==> config.mk <==
export PLATFORM = sky130hd
export DESIGN_NAME = instr_fetch_unit
export DESIGN_NICKNAME = d
export VERILOG_FILES = /design/src/rtl/instr_fetch_unit.sv
export SDC_FILE = /design/constraint.sdc
export NUM_CORES = 1
export LEC_CHECK = 0
export BUFFER_PORTS_ARGS = -buffer_cell sky130_fd_sc_hd__buf_2
export CORE_MARGIN = 5
export CORE_UTILIZATION = 35
export CTS_CLUSTER_SIZE = 16
export DETAILED_ROUTE_END_ITERATION = 10
export GPL_ROUTABILITY_DRIVEN = 0
export HOLD_SLACK_MARGIN = 0.08
export PLACE_DENSITY_LB_ADDON = 0.05
export SYNTH_ARGS = -nofsm -noshare
export SYNTH_HDL_FRONTEND = slang
export SYNTH_SLANG_ARGS = --single-unit
==> constraint.sdc <==
create_clock -name clk -period 2.8 [get_ports clk]
set_input_delay 0.14 -clock clk [delete_from_list [all_inputs] [get_ports clk]]
set_output_delay 0.14 -clock clk [all_outputs]
set_load 0.05 [all_outputs]
==> src/rtl/instr_fetch_unit.sv <==
// Instruction fetch front end: sequential PC generation, req/ack instruction
// memory interface, prefetch FIFO and a flushing redirect port.
module instr_fetch_unit #(
  parameter logic [31:0] RESET_PC = 32'h0000_0000,
  parameter int          DEPTH    = 4
) (
  input  logic                     clk,
  input  logic                     rst,
  output logic                     imem_req,
  output logic [31:0]              imem_addr,
  input  logic                     imem_ack,
  input  logic [31:0]              imem_rdata,
  output logic                     instr_valid,
  output logic [31:0]              instr,
  output logic [31:0]              instr_pc,
  output logic [31:0]              instr_pcplus4,
  input  logic                     instr_ready,
  input  logic                     redirect,
  input  logic [31:0]              redirect_pc,
  output logic [$clog2(DEPTH):0]   fifo_count
);

  localparam int PTR_W = $clog2(DEPTH);
  localparam int CNT_W = PTR_W + 1;
  localparam logic [CNT_W-1:0] FULL_CNT = CNT_W'(DEPTH);

  logic [31:0]      r_fetch_pc;
  logic [PTR_W-1:0] r_rd_ptr;
  logic [PTR_W-1:0] r_wr_ptr;
  logic [CNT_W-1:0] r_count;
  logic [31:0]      r_instr_mem [DEPTH];
  logic [31:0]      r_pc_mem    [DEPTH];

  logic        w_full;
  logic        w_empty;
  logic        w_push;
  logic        w_pop;
  logic [31:0] w_head_instr;
  logic [31:0] w_head_pc;

  assign w_full  = (r_count == FULL_CNT);
  assign w_empty = (r_count == '0);

  // Request depends only on registered occupancy, so a pop while full only
  // re-opens fetching on the following cycle.
  assign imem_req  = !rst && !w_full;
  assign imem_addr = r_fetch_pc;

  assign instr_valid = !rst && !w_empty;
  assign fifo_count  = rst ? '0 : r_count;

  assign w_push = imem_req && imem_ack && !redirect;
  assign w_pop  = instr_valid && instr_ready && !redirect;

  assign w_head_instr = r_instr_mem[r_rd_ptr];
  assign w_head_pc    = r_pc_mem[r_rd_ptr];

  // Head data is forced to zero while empty so that nothing stale or
  // uninitialised leaks out after reset or a flush.
  always_comb begin
    instr         = '0;
    instr_pc      = '0;
    instr_pcplus4 = '0;
    if (instr_valid) begin
      instr         = w_head_instr;
      instr_pc      = w_head_pc;
      instr_pcplus4 = w_head_pc + 32'd4;
    end
  end

  // NOTE: sequential state uses non-blocking assignments only, so every
  // register samples pre-edge values regardless of statement order.
  always_ff @(posedge clk) begin
    if (rst) begin
      r_fetch_pc <= RESET_PC;
      r_rd_ptr   <= '0;
      r_wr_ptr   <= '0;
      r_count    <= '0;
    end else if (redirect) begin
      r_fetch_pc <= {redirect_pc[31:2], 2'b00};
      r_rd_ptr   <= '0;
      r_wr_ptr   <= '0;
      r_count    <= '0;
    end else begin
      if (w_push) begin
        r_wr_ptr   <= r_wr_ptr + PTR_W'(1);
        r_fetch_pc <= r_fetch_pc + 32'd4;
      end
      if (w_pop) begin
        r_rd_ptr <= r_rd_ptr + PTR_W'(1);
      end
      case ({w_push, w_pop})
        2'b10:   r_count <= r_count + CNT_W'(1);
        2'b01:   r_count <= r_count - CNT_W'(1);
        default: r_count <= r_count;
      endcase
    end
  end

  // NOTE: the storage array has no reset; validity is carried entirely by
  // r_count, and leaving it unreset lets it map onto plain register files.
  always_ff @(posedge clk) begin
    if (w_push) begin
      r_instr_mem[r_wr_ptr] <= imem_rdata;
      r_pc_mem[r_wr_ptr]    <= r_fetch_pc;
    end
  end

endmodule

==> results_dict.tcl <==
set metrics [dict create \
    status "finished with violations" \
    violations "setup timing" \
    synth_flop_cell "edfxtp_1" \
    ir_drop_mv 0.370 \
    synth.mux.area_fraction_pct 12.4 \
    synthXorXnorAreaFrac_pct 2.86 \
    synth-compound-area-share_pct 2.83 \
    crit_top_cell "buf_6" \
    grt_max_degree 63 \
    seq_area_frac_synth_pct 67.1 \
    vias_per_cell 4.88 \
    drv_slew 0 \
    die_w_um 197 \
    clockBufferDepth 3 \
    numCtsBuffers 34 \
    top_usage_layer "met2" \
    worst_pin_slew_ns 1.07 \
    num-fill-cells 3110 \
    fin_skew_ns 0.0157 \
    synthAdderAreaFrac_pct 0.877 \
    wire_per_inst_um 19.7 \
    regToRegStartpoint "r_count[2]" \
    synth.area.top_cells "edfxtp_1, mux4_2, dfxtp_1, and2_1, xnor2_1" \
    required_ns 2.66 \
    timing.final.crit_period_ns 3.22 \
    rr_worst_depth 10 \
    cts_tree "yes" \
    yosysTopAreaCellShare_pct 60.7 \
    antenna_left 0 \
    fp.dieH_um 197 \
    tns_ns -5.02 \
    finalCritPeriodShare_pct 115 \
    synth_top_family_by_area "multiplexers" \
    syn-cell-area_sq_mm 0.0123 \
    power.density_mw_per_mm2 584 \
    grt_use_met3_pct 2.64 \
    die_area_sq_mm 0.0389 \
    clkLatencyLatePin_ns 0.50 \
    crit_arrival_ns 3.08 \
    ys_warn_count 0 \
    clkTransAtPathRegs_ns 0.06 \
    synth-async-reset-ratio_pct 0 \
    avgSynthCellArea_sq_um 15.8 \
    antenna_found_initial 0 \
    num_vias 7742 \
    setup-violations-final 21 \
    yosys.area_share.simple_pct 11.3 \
    cp_cell_sequence "buf_6 -> mux4_2 -> buf_6 -> nand4_4 -> or4_4 -> buf_12 -> or4_4 -> a21oi_2 -> buf_6" \
    cp-start-kind "flop" \
    core_sq_mm 0.0345 \
    critical_path_class "flop to primary output" \
    cp_slowest_cell "or4_4" \
    grt_pass1_vias 8347 \
    yosys_register_bits 287 \
    max-slew-margin-rel_pct 28.6 \
    synthCells 778 \
    fmax_mhz 311 \
    cp_max_fo 6 \
    grt_pass1_wl_um 48000 \
    maxCapViolations 0 \
    dp_hpwl_um 19700 \
    r2r_slack_ns 0.18 \
    max_stage_delay_ns 0.58 \
    synth_area_leader_cell "edfxtp_1" \
    cts-htree-levels 2 \
    clock-sinks 287 \
    drtIter0Drc 333 \
    drc_errors 0 \
    nNetsFinal 1184 \
    r2r_end "r_count[2]" \
    root_buffer "clkbuf_16" \
    hp-class "input pin to flop" \
    crit_end "instr_pcplus4[23]" \
    grt_use_met1_pct 20.1 \
    placementRows 68 \
    hold_viol_final 0 \
    port_buffers 193 \
    drtPass1Iterations 4 \
    initial_utilization_pct 35.5 \
    p_total_uw 9650 \
    synth_edf_count 248 \
    ys_types 51 \
    leakage_uw 0.00594 \
    routed_wl_um 31200 \
    antenna_cells 0 \
    layout-drive-gt1-share_pct 37.8 \
    ioPinCount 202 \
    end_kind "primary output" \
    area_delta_synth_final_pct 34.6 \
    rsz0062_at_grt "true" \
    grtUsageMet2_pct 28.2 \
    setup_ws_ns -0.416 \
    grt-ovfl-total 0 \
    globalRouteTotalUtil_pct 15.7 \
]
[worst max-delay path, delay by kind of cell, from the launching register on]
kind	cells	cell delay (ns)
flip-flops	1	0.40
AO/OA/AOI/OAI	1	0.14
multiplexers	1	0.34
buffers and inverters	4	0.58
AND/OR/NAND/NOR	3	1.10
[final cells by class]
cell class	instances	area, sq um	area share, %
flip-flops and latches	287	8240	49.9
multi-input cells	431	3990	24.1
repair buffers	333	2550	15.4
clock buffers	39	891	5.40
well taps	455	569	3.45
clock inverters	21	198	1.20
inverters	20	77.6	0.470
[synthesized netlist by cell type (5+ instances only)]
library cell	instances
nand3_1	17
o21ai_0	11
a211oi_1	22
dfxtp_1	39
and3_1	8
buf_4	6
ha_1	7
nor3_1	14
or4_1	5
inv_1	19
clkbuf_1	26
mux2_2	7
nand2_1	29
mux4_2	60
nor2_1	62
nand4_1	10
and4_1	7
edfxtp_1	248
buf_2	7
xnor2_1	33
xor2_1	7
or3_1	8
a21oi_1	13
and2_1	64
nor4_1	11
[flip-flops by register name (all words and copies together), names as in the netlist, named ones only]
| register | cells |
|---|---|
| r_pc_mem | 120 |
| imem_addr | 30 |
| r_wr_ptr | 2 |
| r_count | 3 |
| r_rd_ptr | 2 |
| r_instr_mem | 128 |
[routing by layer]
metal  up-vias  wire [um]
li1       3647          -
met1      3886      13300
met2       172      16000
met3        37       1320
met4         0        552
met5         -          0
[cells by family (layout without fill, tap and decap cells)]
kind of cell,Yosys count,count (layout)
buffers and inverters,65,413
DFF,287,287
xor gates and xnor gates,40,40
adders and majority gates,8,8
AOI/OAI and AO/OA,53,53
and+or+nand+nor,251,251
other,1,6
muxes,73,73
[timing repair]
action                                 CTS  global route
gates resized for setup                 83            43
endpoints found under the hold margin  160             0
cloned                                   1             0
pin swaps                               12            11
hold buffers                            78             0
setup endpoints to repair               52            46
buffers inserted                        11            11
[worst min-delay path by stage]
stage,from,endpoint,slack (ns),cells after the start
after floorplan,imem_rdata[0],r_instr_mem[0][0],0.24,0
after global placement,imem_rdata[14],r_instr_mem[0][14],0.36,1
after detailed placement,imem_rdata[14],r_instr_mem[0][14],0.36,1
after CTS,imem_ack,imem_addr[4],0.08,5
after global routing,imem_ack,imem_addr[4],0.13,5
final,imem_ack,imem_addr[4],0.10,5
[stage by stage]
stage | setup slack, ns | hold slack [ns] | util [%] | cell area [sq um] | std cells
floorplan | 0.0589 | 0.239 | - | 12300 | 783
global placement | 0.0300 | 0.363 | 40.5 | 14000 | 1425
detailed placement | 0.0258 | 0.363 | 40.5 | 14000 | 1425
CTS | -0.439 | 0.0834 | 47.0 | 16200 | 1575
global route | -0.519 | 0.127 | 47.8 | 16500 | 1586
finish | -0.416 | 0.101 | 47.8 | 16500 | 1586
[power breakdown]
part	switching (uW)	internal, uW
Clock	1680	2570
Combinational	363	238
Sequential	80.2	4710
[layout by cell type (no fill, tap or decap), types with 4 or more instances in the layout]
master	netlist	final
edfxtp_1	248	248
buf_2	7	168
dlygate4sd3_1	0	78
and2_1	64	63
mux4_2	60	62
nor2_1	62	61
buf_4	6	46
dfxtp_1	39	37
clkbuf_16	0	35
xnor2_1	33	33
nand2_1	29	26
a211oi_1	22	22
buf_6	3	22
inv_1	19	17
nand3_1	17	13
nand4_1	10	10
nor3_1	14	9
buf_12	1	9
o21ai_0	11	8
mux2_4	0	8
nor4_1	11	8
buf_8	0	8
a21oi_1	13	7
xor2_1	7	7
or3_1	8	6
ha_1	7	6
conb_1	1	6
clkinv_2	0	6
nand3_2	2	5
and4_1	7	5
a21oi_2	0	5
clkinv_1	0	5
and3_1	8	4
or4_4	1	4
and3_4	0	4
clkbuf_1	26	4
(Power assumes the default switching activity.)
